**src/rtl/dcnn_s1_ctrl.sv**
```systemverilog
// dcnn_s1_ctrl -- sequencer for one convolution layer on a PE chain.
//
// A job is a single pass through the phases below:
//   CFG    : request a chain configure and wait for the acknowledge
//            (bounded by a timeout)
//   KLOAD  : accept k_size*k_size kernel words
//   STREAM : accept m_size*m_size image pixel pairs, scanned row-major
//   DRAIN  : let the chain pipeline empty for DRAIN_CYC cycles
//   DONE   : pulse done for one cycle, then return to IDLE
//
// Ports
//   clk, arst_n          clock, asynchronous active-low reset
//   start                one-cycle job request (only honoured in IDLE)
//   k_size, m_size       kernel / image edge lengths, latched on start
//   para_num_in          parallel-output count, latched on start
//   para_out_num         latched para_num_in, held for the whole job
//   pe_chain_cfg         configure request (asserted while in CFG)
//   pe_chain_cfg_done    configure acknowledge
//   mode_kernel_load     chain is in kernel-load mode
//   kern_vld / kern_rdy  kernel word handshake
//   img_vld  / img_rdy   image pixel-pair handshake
//   busy                 job in progress (any state except IDLE)
//   done                 one-cycle job-complete pulse
//   err                  one-cycle pulse: zero-sized start or configure timeout
module dcnn_s1_ctrl #(
    parameter int K_BITS           = 4,
    parameter int M_BITS           = 10,
    parameter int MAX_PARA_OUT_BIT = 7,
    parameter int DRAIN_CYC        = 16,
    parameter int CFG_TMO          = 255
) (
    input  logic                        clk,
    input  logic                        arst_n,
    input  logic                        start,
    input  logic [K_BITS-1:0]           k_size,
    input  logic [M_BITS-1:0]           m_size,
    input  logic [MAX_PARA_OUT_BIT-1:0] para_num_in,
    output logic [MAX_PARA_OUT_BIT-1:0] para_out_num,
    output logic                        pe_chain_cfg,
    input  logic                        pe_chain_cfg_done,
    output logic                        mode_kernel_load,
    input  logic                        kern_vld,
    output logic                        kern_rdy,
    input  logic                        img_vld,
    output logic                        img_rdy,
    output logic                        busy,
    output logic                        done,
    output logic                        err
);

    typedef enum logic [2:0] {
        S_IDLE,
        S_CFG,
        S_KLOAD,
        S_STREAM,
        S_DRAIN,
        S_DONE
    } state_t;

    // The drain counter runs 0..DRAIN_CYC-1.
    localparam int              DRN_W    = (DRAIN_CYC > 1) ? $clog2(DRAIN_CYC) : 1;
    localparam logic [DRN_W-1:0] DRN_LAST = DRN_W'(DRAIN_CYC - 1);
    localparam logic [7:0]       TMO_LAST = 8'(CFG_TMO - 1);

    state_t                      state_q, state_d;
    logic [K_BITS-1:0]           k_q, k_d;
    logic [M_BITS-1:0]           m_q, m_d;
    logic [MAX_PARA_OUT_BIT-1:0] para_q, para_d;
    logic [2*K_BITS-1:0]         kcnt_q, kcnt_d;
    logic [M_BITS-1:0]           col_q, col_d;
    logic [M_BITS-1:0]           row_q, row_d;
    logic [7:0]                  tmo_q, tmo_d;
    logic [DRN_W-1:0]            drn_q, drn_d;
    logic                        err_q, err_d;

    // Kernel word count; double width so 15*15 does not overflow.
    logic [2*K_BITS-1:0] k_sq;
    assign k_sq = {{K_BITS{1'b0}}, k_q} * {{K_BITS{1'b0}}, k_q};

    always_ff @(posedge clk or negedge arst_n) begin
        if (!arst_n) begin
            state_q <= S_IDLE;
            k_q     <= '0;
            m_q     <= '0;
            para_q  <= '0;
            kcnt_q  <= '0;
            col_q   <= '0;
            row_q   <= '0;
            tmo_q   <= '0;
            drn_q   <= '0;
            err_q   <= 1'b0;
        end else begin
            state_q <= state_d;
            k_q     <= k_d;
            m_q     <= m_d;
            para_q  <= para_d;
            kcnt_q  <= kcnt_d;
            col_q   <= col_d;
            row_q   <= row_d;
            tmo_q   <= tmo_d;
            drn_q   <= drn_d;
            err_q   <= err_d;
        end
    end

    always_comb begin
        state_d = state_q;
        k_d     = k_q;
        m_d     = m_q;
        para_d  = para_q;
        kcnt_d  = kcnt_q;
        col_d   = col_q;
        row_d   = row_q;
        tmo_d   = tmo_q;
        drn_d   = drn_q;
        err_d   = 1'b0;

        unique case (state_q)
            S_IDLE: begin
                if (start) begin
                    if ((k_size != '0) && (m_size != '0)) begin
                        k_d     = k_size;
                        m_d     = m_size;
                        para_d  = para_num_in;
                        tmo_d   = '0;
                        state_d = S_CFG;
                    end else begin
                        err_d = 1'b1;
                    end
                end
            end

            S_CFG: begin
                // An acknowledge on the final allowed cycle still wins.
                if (pe_chain_cfg_done) begin
                    kcnt_d  = '0;
                    state_d = S_KLOAD;
                end else if (tmo_q == TMO_LAST) begin
                    err_d   = 1'b1;
                    tmo_d   = '0;
                    state_d = S_IDLE;
                end else begin
                    tmo_d = tmo_q + 8'd1;
                end
            end

            S_KLOAD: begin
                if (kern_vld) begin
                    if (kcnt_q == k_sq - 1'b1) begin
                        kcnt_d  = '0;
                        col_d   = '0;
                        row_d   = '0;
                        state_d = S_STREAM;
                    end else begin
                        kcnt_d = kcnt_q + 1'b1;
                    end
                end
            end

            S_STREAM: begin
                if (img_vld) begin
                    if (col_q == m_q - 1'b1) begin
                        col_d = '0;
                        if (row_q == m_q - 1'b1) begin
                            row_d   = '0;
                            drn_d   = '0;
                            state_d = S_DRAIN;
                        end else begin
                            row_d = row_q + 1'b1;
                        end
                    end else begin
                        col_d = col_q + 1'b1;
                    end
                end
            end

            S_DRAIN: begin
                if (drn_q == DRN_LAST) begin
                    drn_d   = '0;
                    state_d = S_DONE;
                end else begin
                    drn_d = drn_q + 1'b1;
                end
            end

            S_DONE: begin
                state_d = S_IDLE;
            end

            default: begin
                state_d = S_IDLE;
            end
        endcase
    end

    // Handshake outputs decode directly from state, so they fall to zero
    // the moment reset forces IDLE.
    assign pe_chain_cfg     = (state_q == S_CFG);
    assign mode_kernel_load = (state_q == S_KLOAD);
    assign kern_rdy         = (state_q == S_KLOAD);
    assign img_rdy          = (state_q == S_STREAM);
    assign busy             = (state_q != S_IDLE);
    assign done             = (state_q == S_DONE);
    assign err              = err_q;
    assign para_out_num     = para_q;

endmodule

```
**config.mk**
```make
export PLATFORM = sky130hd
export DESIGN_NAME = dcnn_s1_ctrl
export DESIGN_NICKNAME = d
export VERILOG_FILES = /design/src/rtl/dcnn_s1_ctrl.sv
export SDC_FILE = /design/constraint.sdc
export NUM_CORES = 1
export LEC_CHECK = 0
export ABC_AREA = 1
export CAP_MARGIN = 20
export CORE_MARGIN = 3
export CORE_UTILIZATION = 30
export CTS_CLUSTER_DIAMETER = 60
export CTS_CLUSTER_SIZE = 10
export DETAILED_ROUTE_END_ITERATION = 8
export HOLD_SLACK_MARGIN = 0.15
export PLACE_DENSITY = 0.59
export SYNTH_ARGS = -nofsm -noshare
export SYNTH_HDL_FRONTEND = slang
export SYNTH_SLANG_ARGS = --single-unit
```
**constraint.sdc**
```tcl
create_clock -name clk -period 3.37 [get_ports clk]
set_clock_uncertainty 0.15 [all_clocks]
set_input_delay 0.5055 -clock clk [delete_from_list [all_inputs] [get_ports clk]]
set_output_delay 0.5055 -clock clk [all_outputs]
set_load 0.005 [all_outputs]
```
After elaboration in Yosys (flattened, before gate mapping)
Index checks and enable logic that the tools add are counted.
- logic and storage cells: 94
- register bits: 65
- output and inout bits: 14
- bits of input ports: 27
- add/sub/neg operators: 7
- multiplexer cells: 39
- equality and inequality tests: 21
- reduce and logical (&&, ||, !) cells: 16
- $mul: 1
- operators by type and width (cell ; count):
    two-way mux 10 bit ; 7
    two-way mux 8 bit ; 7
    case mux 10 bit (2 select lines) ; 2
    case mux 8 bit (2 select lines) ; 2
    two-way mux 3 bit ; 10
    adder 10 x 1 -> 10 bit (second input constant) ; 2
    equality test 10 bit ; 2
    adder 8 x 1 -> 8 bit (second input constant) ; 2
    two-way mux 4 bit ; 4
    case mux 3 bit (5 select lines) ; 1
    inequality test 2 bit (second input constant) ; 6
    AND reduction 4 bit ; 3
    nonzero test 10 bit ; 1
    subtractor 10 x 1 -> 10 bit (second input constant) ; 1
    AND reduction 9 bit ; 1
    equality test 8 bit ; 1
    equality test 8 bit (second input constant) ; 1
    multiplier 4 x 4 -> 8 bit ; 1
    inequality test 2 x 1 -> 1 bit (second input constant) ; 4
    case mux 4 bit (2 select lines) ; 1
    nonzero test 2 bit ; 4
    subtractor 8 x 1 -> 8 bit (second input constant) ; 1
    equality test 3 x 2 -> 1 bit (second input constant) ; 2
    equality test 3 bit (second input constant) ; 2
    other kinds (12) ; 16

Longest topological paths before layout
- word-level depth: 6
- gate-level depth with buffers: 24

Least setup slack after synthesis
Ideal clock, no wire load.
- kind: register to register
- from: reg k_q[3]
- to: reg row_q[1]
- slack: 0.241 ns
- arrival: 2.859 ns
- library setup time: 0.121 ns
- clock period less this slack: 3.129 ns
- cell stages (with the launch flop): 24
- path through: dfrtp_1 -> nand2_1 -> ha_1 -> xor2_1 -> xor2_1 -> ha_1 -> ha_1 -> nand2_1 -> nand2_1 -> inv_2 -> nand2_1 -> nand2_2 -> nand2_1 -> nand2_1 -> nand2_1 -> nor2_1 -> nand3_1 -> nand2_2 -> inv_2 -> nor2_4 -> nand2_2 -> buf_6 -> nand2_1 -> o21ai_1
- cells in the longest elaborated chain, start to end: 5
- ends and longest elaborated chain (what ; RTL line ; source):
    from (decl) ; 66 ; logic [K_BITS-1:0] k_q, k_d;
    from (signal assigned) ; 94 ; k_q <= k_d;
    multiplier 4 x 4 -> 8 bit ; 78 ; assign k_sq = {{K_BITS{1'b0}}, k_q} * {{K_BITS{1'b0}}, k_q};
    subtractor 8 x 1 -> 8 bit ; 149 ; if (kcnt_q == k_sq - 1'b1) begin
    equality test 8 bit ; 149 ;
    inequality test 2 x 1 -> 1 bit (no line) ; -- ;
    AND reduction 5 bit (no line) ; -- ;
    to (signal assigned) ; 99 ; row_q <= row_d;
    to (decl) ; 71 ; logic [M_BITS-1:0] row_q, row_d;
No other way between the ends.
A chain may end at the register's enable or synchronous reset.

Final worst setup path
- from: reg k_q[1]
- to: reg row_q[1]
The elaborated chain is that of the path after synthesis.

==> flow_metrics.tcl <==
set metrics [dict create \
    outcome "finished clean" \
    num_rows 44 \
    ir_worst_vdd_uv 223.1 \
    critPathCaptureType "register" \
    p_leak_nw 2.616 \
    core_sq_um 14700 \
    maxCapViolations 0 \
    drt_wl_total_um 11460 \
    ant_nets 0 \
    nFillCells 1520 \
    gr-total-overflow 0 \
    num-nets-final 740 \
    clock-root-buffer "clkbuf_16" \
    syn_inst 637 \
    yosys-top-cells-area "dfrtp_1, nand2_1, nand3_1" \
    ys_seq_elements 65 \
    antenna_found_initial 0 \
    drt-initial-drc-count 269 \
    grt.total_usage_pct 14.30 \
    first_pass_iters 6 \
    routedWlPerCell_um 12.92 \
    clk_pin_slew_ns 0.06 \
    numCtsBuffers 9 \
    pre_cts_slack_ns 0.07576 \
    ys_types 39 \
    dp_hpwl_um 8384 \
    area_growth_syn_to_layout_pct 24.44 \
    slew_violations 0 \
    layout-drive-gt1-share_pct 13.66 \
    synth_fp_nets 679 \
    syn-cell-area_sq_um 4561 \
    period_minus_slack_ns 3.195 \
    io_pins 41 \
    hold_class "primary input to asynchronous set/reset pin" \
    io_buffers 40 \
    synth.avg_cell_area_sq_um 7.160 \
    clock_latency_ns 0.34 \
    start_util_pct 31.03 \
    setup_viol 0 \
    grt_max_degree 66 \
    num_antenna_cells 0 \
    path_class "register to register" \
    relSlewSlack_pct 41.18 \
    crit_fanout 6 \
    worst_pin_slew_ns 0.8823 \
    htree_num_levels 3 \
    critPathArrivalTime_ns 3.27 \
    synth.largest_area_cell "dfrtp_1" \
    required_ns 3.44 \
    viasPerCell 4.742 \
    p_per_area_nw_per_um2 346.0 \
    cp-start-kind "register" \
    die_area_sq_um 16720 \
    die_w_um 129.3 \
    timing.final.crit_share_pct 94.81 \
    seq_area_frac_synth_pct 35.67 \
    place_congestion 0.9010 \
    hold_slack_ns 0.2085 \
    hold_violations 0 \
    cts.path.max_buffers 2 \
    finalPower_mw 1.963 \
    ctsHoldBuffers 0 \
    die_height_um 129.3 \
    grt_pass1_wl_um 19200 \
    fmax_ghz 0.3130 \
    grt_pass1_vias 4050 \
    fin_ws_ns 0.1748 \
    cts.sinks 65 \
    num_vias 4206 \
    yosysTopAreaCellShare_pct 35.67 \
    cts_tree "done" \
    rsz0062_at_grt "true" \
    yosys_warnings 0 \
    drc 0 \
]
[logic make-up after synthesis]
family / Yosys count / synth area share [%]
AND/OR/NAND/NOR: 367 / 37.75
multiplexers: 7 / 1.728
flip-flops: 65 / 35.67
adder cells (fa/ha/maj): 15 / 4.115
XOR/XNOR: 29 / 5.569
buffers and inverters: 100 / 8.889
AO/OA/AOI/OAI: 54 / 6.283
[per-stage QoR]
stage	instance area, sq um	utilization (%)	TNS (ns)	cells
final	5675	38.61	0	887
after global routing	5675	38.61	-0.3772	887
after CTS	5525	37.59	0	879
after detailed placement	5224	35.54	0	863
after global placement	5224	35.54	0	863
after floorplan	4561	-	0	637
[flip-flops by register name, indices dropped and copies added (netlist names)]
name and flops:
state_q 3, k_q 4, kcnt_q 8, col_q 10
err 1, tmo_q 8, m_q 10, drn_q 4
row_q 10, para_out_num 7
[path summary, 6_finish.rpt]
path | start | endpoint | slack [ns] | depth (start not counted)
min reg2reg | para_out_num[3]$_DFFE_PN0P_ | para_out_num[3]$_DFFE_PN0P_ | 0.35 | 1
max reg2reg | k_q[1]$_DFFE_PN0P_ | row_q[1]$_DFFE_PN0P_ | 0.17 | 21
min in group clk | para_out_num[3]$_DFFE_PN0P_ | para_out_num[3]$_DFFE_PN0P_ | 0.35 | 1
min | arst_n | m_q[1]$_DFFE_PN0P_ | 0.21 | 2
max | k_q[1]$_DFFE_PN0P_ | row_q[1]$_DFFE_PN0P_ | 0.17 | 21
max in group asynchronous | arst_n | drn_q[1]$_DFFE_PN0P_ | 2.28 | 2
[cells in the final DEF (no fill, tap or decap), drive strengths merged, types with 15 or more instances in the layout]
master	count
nand2	173
inv	93
nor2	73
nand3	71
dfrtp	65
clkdlybuf4s50	39
o21ai	30
xor2	24
buf	19
a21oi	18
nand3b	17
ha	15
[per-layer routing]
layer  vias up  routed length (um)  track usage [%]
met4         0                 229            5.127
li1       2178                   -                -
met2       103                5250            22.68
met1      1913                5274            18.85
met5         -                   0                0
met3        12                 704            3.751
[worst max-delay path, cell delays in order, from the launching register on]
cell and delay, ns:
dfrtp_1 0.36, nand2_2 0.09, ha_4 0.26, xor2_1 0.17, xor2_1 0.17, ha_1 0.27
ha_4 0.30, nand2_2 0.05, nand2_2 0.07, inv_2 0.04, nand3b_1 0.10, nand2_1 0.07
nand2_1 0.05, nand2_1 0.04, nor2_1 0.09, nand3_1 0.11, nand2_2 0.13, inv_4 0.06
nor2_4 0.22, nand2_4 0.12, nand2_1 0.08, o21ai_1 0.06
[final cells by class]
type / count / area, sq um / area share, %
sequential: 65 / 1627 / 28.66
tap: 184 / 230.2 / 4.056
clock inverter: 7 / 76.32 / 1.345
clock buffer: 9 / 225.2 / 3.968
timing repair buffer: 58 / 543.0 / 9.568
inverter: 90 / 342.8 / 6.041
multi-input combinational: 474 / 2631 / 46.36
[cells in the mapped netlist]
master and n:
inv_4 1, nor3_4 1, a211oi_1 1, nand2_4 2
dfrtp_1 65, nor4_1 2, o31ai_1 1, o22ai_1 2
nand2_1 162, nand3b_1 17, clkbuf_1 2, and3_1 1
o21ai_1 11, o21ai_0 18, nand2_2 8, nand4_1 11
nor2_8 1, buf_6 2, o21ai_2 1, inv_1 79
nor2_1 62, nor3_2 2, xor2_1 24, nand4_2 1
mux2_2 7, a21oi_1 18, nor3_1 10, nor2_2 6
buf_4 2, or2_2 3, nor3b_1 3, inv_2 10
or2_1 1, ha_1 15, nor2_4 3, buf_2 4
xnor2_1 5, o21bai_1 2, nand3_1 71
[what timing repair did]
action | CTS | global route
resized for setup | 0 | 19
setup endpoints to repair | 0 | 28
setup buffers | 0 | 6
[power breakdown]
group          total [mW]  leakage, nW  internal, mW  switching, mW
Sequential          0.848        0.751         0.812         0.0360
Clock               0.960        0.143         0.579          0.381
Combinational       0.156         1.72        0.0763         0.0799
Total                1.96         2.62          1.47          0.497
No activity file was read; power rests on OpenSTA's default activity.
